`src/rtl/imem_fetch_scheduler_b2b.sv`:
```
// Purpose : splits a program fetch into bursts of up to BLOCK_BEATS beats, one burst per imem half-buffer.
// Latency : read beat -> imem write beat 1 cycle; last write -> imem_wr_done 1 cycle; done -> fetch_done 1 cycle.
// Backpr. : rd_req/rd_addr/rd_req_beats held stable until rd_ready; each block stalls in WAIT_BUF until imem_wr_start.
//
// Ports
//   clk, reset            clock, synchronous active-high reset
//   start, genesys_done   begin a fetch (latches inst_base_addr/inst_total_beats); abort any fetch
//   fetch_busy/fetch_done busy from accepted start to completion/abort; 1-cycle completion pulse
//   rd_req/rd_ready       burst request handshake with rd_addr (bytes) and rd_req_beats
//   rd_data_valid/rd_data read beats from the AXI read master
//   imem_wr_start         imem half-buffer free, block may be fetched
//   imem_wr_data_valid/imem_wr_data/imem_wr_done  registered write stream into imem, block close pulse
//   perf_wait_cycles      cycles spent waiting for imem_wr_start
//
// Optional feature: define IMEM_FETCH_PERF_EN to build the perf_wait_cycles counter;
// without it perf_wait_cycles is constant 0.

module imem_fetch_scheduler_b2b #(
  parameter int NUM_INST_IN     = 2,
  parameter int INST_DATA_WIDTH = 32,
  parameter int AXI_ADDR_WIDTH  = 42,
  parameter int BLOCK_BEATS     = 512,
  parameter int CNT_W           = 16,
  localparam int BW             = NUM_INST_IN * INST_DATA_WIDTH
) (
  input  logic                      clk,
  input  logic                      reset,
  input  logic                      start,
  input  logic                      genesys_done,
  input  logic [AXI_ADDR_WIDTH-1:0] inst_base_addr,
  input  logic [CNT_W-1:0]          inst_total_beats,
  output logic                      fetch_busy,
  output logic                      fetch_done,
  output logic                      rd_req,
  input  logic                      rd_ready,
  output logic [AXI_ADDR_WIDTH-1:0] rd_addr,
  output logic [CNT_W-1:0]          rd_req_beats,
  input  logic                      rd_data_valid,
  input  logic [BW-1:0]             rd_data,
  input  logic                      imem_wr_start,
  output logic                      imem_wr_data_valid,
  output logic [BW-1:0]             imem_wr_data,
  output logic                      imem_wr_done,
  output logic [31:0]               perf_wait_cycles
);

  localparam logic [CNT_W-1:0]          BLK_MAX    = CNT_W'(BLOCK_BEATS);
  localparam logic [AXI_ADDR_WIDTH-1:0] BEAT_BYTES = AXI_ADDR_WIDTH'(BW / 8);

  typedef enum logic [2:0] {
    S_IDLE,
    S_WAIT_BUF,
    S_REQ,
    S_DATA,
    S_BLK_DONE,
    S_FIN
  } state_t;

  state_t state, state_nxt;

  // Fetch context
  logic [AXI_ADDR_WIDTH-1:0] addr_q;      // byte address of the next burst
  logic [CNT_W-1:0]          rem_q;       // beats still to be requested
  logic [CNT_W-1:0]          blk_q;       // length of the burst in flight
  logic [CNT_W-1:0]          beat_cnt_q;  // beats received for the current burst

  // Registered write stream and pulses
  logic                      wr_vld_q;
  logic [BW-1:0]             wr_dat_q;
  logic                      wr_done_q;
  logic                      fetch_done_q;

  // Decoded events
  logic                      abort;
  logic                      start_acc;
  logic                      req_hs;
  logic                      beat_acc;
  logic [CNT_W-1:0]          req_beats;
  logic [CNT_W-1:0]          beat_cnt_inc;
  logic [CNT_W-1:0]          rem_after;
  logic [AXI_ADDR_WIDTH-1:0] addr_after;

  // Abort has priority over every other event in the same cycle.
  assign abort     = genesys_done && (state != S_IDLE);
  assign start_acc = start && (state == S_IDLE);
  assign req_hs    = (state == S_REQ) && rd_ready && !abort;
  // Beats arriving outside DATA, or in the abort cycle, are discarded.
  assign beat_acc  = (state == S_DATA) && rd_data_valid && !abort;

  assign req_beats    = (rem_q > BLK_MAX) ? BLK_MAX : rem_q;
  assign beat_cnt_inc = beat_cnt_q + CNT_W'(1);
  assign rem_after    = rem_q - blk_q;
  // Address arithmetic wraps naturally at AXI_ADDR_WIDTH bits.
  assign addr_after   = addr_q + (AXI_ADDR_WIDTH'(blk_q) * BEAT_BYTES);

  // ------------------------------------------------------------------
  // Next-state logic
  // ------------------------------------------------------------------
  always_comb begin
    state_nxt = state;
    unique case (state)
      S_IDLE: begin
        if (start) begin
          state_nxt = (inst_total_beats == '0) ? S_FIN : S_WAIT_BUF;
        end
      end
      S_WAIT_BUF: begin
        if (imem_wr_start) begin
          state_nxt = S_REQ;
        end
      end
      S_REQ: begin
        if (rd_ready) begin
          state_nxt = S_DATA;
        end
      end
      S_DATA: begin
        if (rd_data_valid && (beat_cnt_inc == blk_q)) begin
          state_nxt = S_BLK_DONE;
        end
      end
      S_BLK_DONE: begin
        state_nxt = (rem_after == '0) ? S_FIN : S_WAIT_BUF;
      end
      S_FIN: begin
        state_nxt = S_IDLE;
      end
      default: begin
        state_nxt = S_IDLE;
      end
    endcase
    if (abort) begin
      state_nxt = S_IDLE;
    end
  end

  // ------------------------------------------------------------------
  // State and datapath registers
  // ------------------------------------------------------------------
  always_ff @(posedge clk) begin
    if (reset) begin
      state        <= S_IDLE;
      addr_q       <= '0;
      rem_q        <= '0;
      blk_q        <= '0;
      beat_cnt_q   <= '0;
      wr_vld_q     <= 1'b0;
      wr_dat_q     <= '0;
      wr_done_q    <= 1'b0;
      fetch_done_q <= 1'b0;
    end else begin
      state <= state_nxt;

      if (start_acc) begin
        addr_q <= inst_base_addr;
        rem_q  <= inst_total_beats;
      end

      if (req_hs) begin
        blk_q      <= req_beats;
        beat_cnt_q <= '0;
      end else if (beat_acc) begin
        beat_cnt_q <= beat_cnt_inc;
      end

      // Advance to the next block once the current one is closed.
      if ((state == S_BLK_DONE) && !abort) begin
        addr_q <= addr_after;
        rem_q  <= rem_after;
      end

      wr_vld_q <= beat_acc;
      if (beat_acc) begin
        wr_dat_q <= rd_data;
      end

      // The pulses are registered from their state so that imem_wr_done
      // lands one cycle after the last registered write beat.
      wr_done_q    <= (state == S_BLK_DONE) && !abort;
      fetch_done_q <= (state == S_FIN) && !abort;
    end
  end

  // ------------------------------------------------------------------
  // Outputs
  // ------------------------------------------------------------------
  assign fetch_busy         = (state != S_IDLE);
  assign fetch_done         = fetch_done_q;
  assign rd_req             = (state == S_REQ);
  assign rd_addr            = rd_req ? addr_q : '0;
  assign rd_req_beats       = rd_req ? req_beats : '0;
  assign imem_wr_data_valid = wr_vld_q;
  assign imem_wr_data       = wr_dat_q;
  assign imem_wr_done       = wr_done_q;

`ifdef IMEM_FETCH_PERF_EN
  logic [31:0] perf_q;

  always_ff @(posedge clk) begin
    if (reset) begin
      perf_q <= '0;
    end else if (start_acc) begin
      perf_q <= '0;
    end else if ((state == S_WAIT_BUF) && (perf_q != 32'hFFFF_FFFF)) begin
      perf_q <= perf_q + 32'd1;
    end
  end

  assign perf_wait_cycles = perf_q;
`else
  assign perf_wait_cycles = 32'd0;
`endif

endmodule
```
`config.mk`:
```
export PLATFORM = sky130hd
export DESIGN_NAME = imem_fetch_scheduler_b2b
export DESIGN_NICKNAME = d
export VERILOG_FILES = /design/src/rtl/imem_fetch_scheduler_b2b.sv
export SDC_FILE = /design/constraint.sdc
export NUM_CORES = 1
export LEC_CHECK = 0
export BUFFER_PORTS_ARGS = -buffer_cell sky130_fd_sc_hd__buf_2
export CAP_MARGIN = 0
export CORE_ASPECT_RATIO = 0.75
export CORE_MARGIN = 1.5
export CORE_UTILIZATION = 52
export CTS_CLUSTER_SIZE = 30
export DETAILED_ROUTE_END_ITERATION = 12
export PLACE_DENSITY_LB_ADDON = 0.25
export SYNTH_ARGS = -nofsm -noshare
export SYNTH_HDL_FRONTEND = slang
export SYNTH_SLANG_ARGS = --single-unit
```
`constraint.sdc`:
```
create_clock -name clk -period 3.8 [get_ports clk]
set_clock_uncertainty 0.2 [all_clocks]
set_input_delay 0.38 -clock clk [delete_from_list [all_inputs] [get_ports clk]]
set_output_delay 0.38 -clock clk [all_outputs]
set_load 0.05 [all_outputs]
```
==> flow_summary.json, run 1 <==
{
  "fp.coreArea_um2": 17080,
  "nFillCells": 1451,
  "path_cells": "inv_1 -> ha_1 -> fa_1 -> nand2b_1 -> a21oi_1 -> o311a_1 -> o211ai_1 -> a221oi_1 -> nor3_1 -> a41oi_1 -> nor4_2",
  "rows": 41,
  "grt_pass1_vias": 8838,
  "slowest_stage": "a41oi_1",
  "hpwlAfterDp_mm": 20.54,
  "ys_warn_count": 0,
  "worst_skew_pair.late_latency_ns": 0.44,
  "layout_common_cells": "248 x buf_2, 228 x nand2_1, 160 x dfxtp_1",
  "p_sw_mw": 1.359,
  "drt_iter0_drc": 1048,
  "h-tree-depth": 4,
  "route.detailed.drc": 0,
  "r2r-end": "state[2]$_SDFFE_PP0P_",
  "final_common_cell": "buf_2",
  "worstSetupPathType": "reg2reg",
  "critical_path.startpoint_type": "register",
  "synthCells": 1212,
  "crit_path_max_fanout": 5,
  "cpPeakStageDelay_ns": 0.52,
  "synth_cell_types": 84,
  "fin_tns_setup_ns": 0,
  "layoutNonFillerInstCount": 1741,
  "path_delay_family": "compound AO/OA/AOI/OAI gates",
  "cts_buffer_depth": 2,
  "path_buf_inv": 1,
  "r2r_cells": 11,
  "p_clk_share_pct": 42.0,
  "ff_latch_area_um2": 3203,
  "ys_async_sr_fraction_pct": 0,
  "power_density_nw_per_um2": 361.4,
  "p_leak_nw": 5.012,
  "p_int_mw": 2.903,
  "swShare_pct": 31.90,
  "die_w_um": 156.9,
  "cts-resized-gates": 0,
  "synth-edff-count": 0,
  "drive_above_1_share_pct": 21.34,
  "wl_mm": 29.63,
  "clock_sinks": 160,
  "min_to": "addr_q[34]$_SDFFE_PP0P_",
  "ys_seq_elements": 160,
  "syn_area_um2": 9235,
  "vias_per_cell": 5.672,
  "maxSlewViolCount": 0,
  "critPathRequiredTime_ns": 3.89,
  "grt_remaining_overflow": 0,
  "antenna_found_initial": 1,
  "crit_path_end_kind": "register",
  "tritoncts": "yes",
  "rsz0062_at_grt": "no",
  "finalHoldViolCount": 0,
  "cts-root-buf": "clkbuf_16",
  "groute.usage.overall_pct": 31.34,
  "synth_seq_area_share_pct": 34.68,
  "dr.pass1.iters": 6,
  "pwr-share-seq_pct": 41.8,
  "timing.final.crit_period_ns": 3.416,
  "place.gp.congestion": 0.9888,
  "cp-startpoint": "rem_q[0]$_SDFFE_PP0P_",
  "postSynthAreaPerCell_um2": 7.620,
  "cts.clk_slew.worst_paths_ns": 0.08,
  "ir_worst_vdd_uv": 270.0,
  "final_nets": 1654,
  "multi_input_comb_area_um2": 5448,
  "status": "complete, no violations",
  "tightestPinTransition_ns": 1.213,
  "hp-class": "in2reg",
  "comb_power_share_pct": 16.2,
  "setup_viol": 0,
  "ant_nets": 0,
  "synth-main-ff-cell": "dfxtp_1",
  "die_area_um2": 18580,
  "reg2reg_from": "rem_q[0]$_SDFFE_PP0P_",
  "hold_depth": 3,
  "start_util_pct": 54.06,
  "port-buffer-count": 249,
  "arrival_ns": 3.50,
  "grt_max_degree": 80,
  "io_pins": 288,
  "vias": 9875,
  "timing.slew.headroom_pct": 19.07,
  "syn_to_final_growth_pct": 27.71,
  "post-route-period-util_pct": 89.88,
  "timing.fmax_mhz": 292.8,
  "routedWlPerCell_um": 17.02,
  "dpl.cell_count": 1635,
  "drv_cap": 0,
  "cts_buffers": 17,
  "grt_pass1_wl_mm": 46.12,
  "die_h_um": 118.4,
  "post_cts_buffers": 0,
  "hold_start": "inst_base_addr[34]",
  "timing.reg2reg.setup_slack_ns": 0.38,
  "post-route-util_pct": 69.04
}
[metrics by stage]
stage	total power [mW]	hold slack, ns	instance area, µm²	worst slack, ns
floorplan	2.278	0.2317	9374	0.8345
global placement	2.424	0.2384	10440	0.6347
detailed placement	2.428	0.2433	10440	0.5094
CTS	4.264	0.001032	11790	0.4762
global route	4.413	0.009799	11790	0.2606
finish	4.262	0.01054	11790	0.3844
[worst max-delay path by stage]
stage / end / slack, ns / cells after the start
after global routing: addr_q[26]$_SDFFE_PP0P_ / 0.26 / 9
after global placement: state[2]$_SDFFE_PP0P_ / 0.63 / 11
final: state[2]$_SDFFE_PP0P_ / 0.38 / 11
after floorplan: addr_q[37]$_SDFFE_PP0P_ / 0.83 / 12
after detailed placement: state[2]$_SDFFE_PP0P_ / 0.51 / 11
after CTS: state[2]$_SDFFE_PP0P_ / 0.48 / 11
[per-layer routing]
metal / GRT usage [%] / wire length [µm] / vias up
met3: 7.811 / 2806 / 82
li1: - / - / 4728
met5: 0 / 0 / -
met1: 42.27 / 12740 / 4555
met4: 12.50 / 1084 / 0
met2: 47.70 / 13000 / 510
[cell families (layout without fill, tap and decap cells)]
family	count (synthesis)	after routing	share of synthesized area, %
xor+xnor	56	56	5.311
mux	4	4	0.4606
buf+inv	148	403	7.912
flops	160	160	34.68
fa+ha+maj	35	35	4.877
simple gates	532	532	27.39
other cells	1	39	0.04061
compound gates	276	276	19.32
[synth_stat cells (12+ instances only)]
cell type / count / share of area [%]
or3_1: 19 / 1.3
a21oi_1: 127 / 6.9
nor3_1: 22 / 1.2
clkbuf_1: 56 / 2.3
dfxtp_1: 160 / 35
nand4_1: 12 / 0.81
nand2_1: 228 / 9.3
o21ai_0: 19 / 1.0
nand3_1: 43 / 2.3
o211ai_1: 13 / 1.1
nor2_1: 87 / 3.5
a22oi_1: 21 / 1.7
and3_1: 20 / 1.4
inv_1: 33 / 1.3
xor2_1: 27 / 2.6
and2_1: 45 / 3.0
ha_1: 32 / 4.3
buf_4: 40 / 3.3
xnor2_1: 29 / 2.8
a31oi_1: 16 / 1.1
[registers in the layout (all words and copies together) (netlist names)]
register and count:
imem_wr_data 64, addr_q 42, beat_cnt_q 16, blk_q 16, rem_q 16, state 3, fetch_done 1, imem_wr_data_valid 1
imem_wr_done 1
[tightest hold or removal path: stages]
cell,delay (ns)
buf_2,0.10
nand2_1,0.05
a31oi_1,0.06
[power by group through the flow]
stage          sequential, mW  combinational (mW)  clock (mW)
2_1_floorplan            1.80               0.478           0
3_3_place_gp             1.82               0.608           0
3_5_place_dp             1.82               0.611           0
4_1_cts                  1.78               0.676        1.81
5_1_grt                  1.79               0.745        1.88
6_report                 1.78               0.691        1.79
[final cells by class]
cell class,count,share of cell area [%]
multi-input cells,941,46.19
flip-flops and latches,160,27.16
repair buffers,338,17.80
clock buffers,17,3.607
well taps,236,2.504
clock inverters,15,1.666
inverters,33,1.050
diodes,1,0.02122
[timing repair]
action / CTS / global route
setup endpoints to repair: 0 / 0
hold endpoints to repair: 73 / 0
hold buffers: 73 / 0
Power figures use the tool's default switching activity.
==> run 2: changes to the inputs <==
--- a/config.mk
+++ b/config.mk
@@ -13,6 +13,7 @@
 export CTS_CLUSTER_SIZE = 30
 export DETAILED_ROUTE_END_ITERATION = 12
 export PLACE_DENSITY_LB_ADDON = 0.25
+export RECOVER_POWER = 25
 export SYNTH_ARGS = -nofsm -noshare
 export SYNTH_HDL_FRONTEND = slang
 export SYNTH_SLANG_ARGS = --single-unit
==> run 2 against run 1 <==
  * The run now ends with capacitance limit, slew limit left
  * Setup slack improved by 0.0074 ns
  * Largest power group is now sequential cells
  * Die area unchanged
  * Critical path depth unchanged
  * Routed wire length rose by 0.50%
  * Global-route usage stayed put
  * First-iteration DRC count is 2.7% higher
  * Maximum frequency rose by 0.22%
  * Worst hold slack got worse by 0.00089 ns
  * Sequential cell count unchanged
  * Combinational power hardly changed
  * Core utilization is 0.51 points lower
  * Critical endpoint unchanged
==> flow_summary.json, run 2 (synthesis results as in run 1) <==
{
  "crit_path_max_fanout": 5,
  "slowest_stage": "a41oi_1",
  "clock_sinks": 160,
  "cts.clk_slew.worst_paths_ns": 0.07,
  "cts-resized-gates": 0,
  "final_nets": 1654,
  "cts-root-buf": "clkbuf_16",
  "timing.fmax_mhz": 293.4,
  "total_power_mw": 4.260,
  "routedWlPerCell_um": 17.10,
  "largest_reg_flops": 64,
  "syn_to_final_growth_pct": 26.76,
  "drv_cap": 1,
  "grt_pass1_wl_mm": 46.12,
  "die_h_um": 118.4,
  "die_w_um": 156.9,
  "wl_mm": 29.78,
  "crit_path_end_kind": "register",
  "critPathRequiredTime_ns": 3.85,
  "worst_skew_pair.late_latency_ns": 0.44,
  "power_density_nw_per_um2": 363.9,
  "grt_max_degree": 80,
  "setup_viol": 0,
  "nFillCells": 1498,
  "cts_buffer_depth": 2,
  "drt_iter0_drc": 1076,
  "start_util_pct": 54.06,
  "drive_above_1_share_pct": 16.82,
  "finalHoldViolCount": 0,
  "h-tree-depth": 4,
  "critical_path.startpoint_type": "register",
  "io_pins": 288,
  "dr.pass1.iters": 5,
  "grt_pass1_vias": 8838,
  "maxSlewViolCount": 80,
  "antenna_found_initial": 1,
  "cpPeakStageDelay_ns": 0.48,
  "tritoncts": "yes",
  "rows": 41,
  "place.gp.congestion": 0.9888,
  "groute.usage.overall_pct": 31.34,
  "fp.coreArea_um2": 17080,
  "timing.final.crit_period_ns": 3.408,
  "path_cells": "inv_1 -> ha_1 -> fa_1 -> nand2b_1 -> a21oi_1 -> o311a_1 -> o211ai_1 -> a221oi_1 -> nor3_1 -> a41oi_1 -> nor4_2",
  "layout_common_cells": "228 x nand2_1, 181 x buf_2, 160 x dfxtp_1",
  "path_buf_inv": 1,
  "rsz0062_at_grt": "no",
  "worstSetupPathType": "reg2reg",
  "multi_input_comb_area_um2": 5446,
  "cts_buffers": 17,
  "final_common_cell": "nand2_1",
  "grt_remaining_overflow": 0,
  "vias": 9965,
  "hpwlAfterDp_mm": 20.54,
  "post-route-period-util_pct": 89.69,
  "ff_latch_area_um2": 3203,
  "fin_tns_setup_ns": 0,
  "timing.slew.headroom_pct": -18.15,
  "die_area_um2": 18580,
  "arrival_ns": 3.46,
  "ant_nets": 0,
  "p_leak_nw": 4.716,
  "tightestPinTransition_ns": 1.772,
  "hp-class": "in2reg",
  "vias_per_cell": 5.724,
  "port-buffer-count": 249,
  "ir_worst_vdd_uv": 270.8,
  "path_delay_family": "compound AO/OA/AOI/OAI gates",
  "route.detailed.drc": 0,
  "status": "finished, violations left",
  "violations": "capacitance limit, slew limit"
}
-- run 2: cell count changes in the layout (fill, tap and decap cells not counted), sizes merged --
cell / delta
clkbuf: +68
buf: -68
-- run 2: cell type report --
cell class,instances,share of cell area (%)
clock buffers,17,3.634
flip-flops and latches,160,27.36
diodes,1,0.02138
well taps,236,2.522
multi-input cells,941,46.53
inverters,33,1.058
repair buffers,338,17.20
clock inverters,15,1.678
-- run 2: per-stage QoR --
stage / hold WS (ns) / cells / instance area [µm²] / setup WS, ns / utilization [%]
after floorplan: 0.2317 / 1249 / 9374 / 0.8345 / -
after global placement: 0.2384 / 1635 / 10440 / 0.6347 / 61.11
after detailed placement: 0.2433 / 1635 / 10440 / 0.5094 / 61.11
after CTS: 0.001032 / 1740 / 11790 / 0.4762 / 69.03
after global routing: 0.009799 / 1741 / 11710 / 0.2321 / 68.53
final: 0.009646 / 1741 / 11710 / 0.3918 / 68.53
-- run 2: layer usage --
metal,global-route usage (%),vias to the layer above,wire [µm]
li1,-,4732,-
met1,42.27,4615,12740
met2,47.70,544,13140
met3,7.811,74,2877
met4,12.50,0,1011
met5,0,-,0
-- run 2: path summary, 6_finish.rpt --
kind / cells after the start / startpoint / slack (ns) / to
worst min-delay path: 3 / inst_base_addr[34] / 0.01 / addr_q[34]$_SDFFE_PP0P_
worst max register to register: 11 / rem_q[0]$_SDFFE_PP0P_ / 0.39 / state[2]$_SDFFE_PP0P_
worst max-delay path: 11 / rem_q[0]$_SDFFE_PP0P_ / 0.39 / state[2]$_SDFFE_PP0P_
worst min register to register: 2 / addr_q[0]$_SDFFE_PP0P_ / 0.25 / addr_q[0]$_SDFFE_PP0P_
-- run 2: where the power goes --
group	switching (mW)	total [mW]	internal, mW
combinational	0.427	0.694	0.267
sequential	0.0571	1.78	1.72
clock	0.873	1.78	0.911
-- run 2: worst min-delay path, stage by stage --
cell	delay, ns
buf_2	0.10
nand2_1	0.05
a31oi_1	0.06
-- run 2: what timing repair did --
action / 4_1_cts / 5_1_grt
endpoints found under the setup margin: 0 / 0
setup buffers: 0 / 0
endpoints found under the hold margin: 73 / 0
hold buffers: 73 / 0
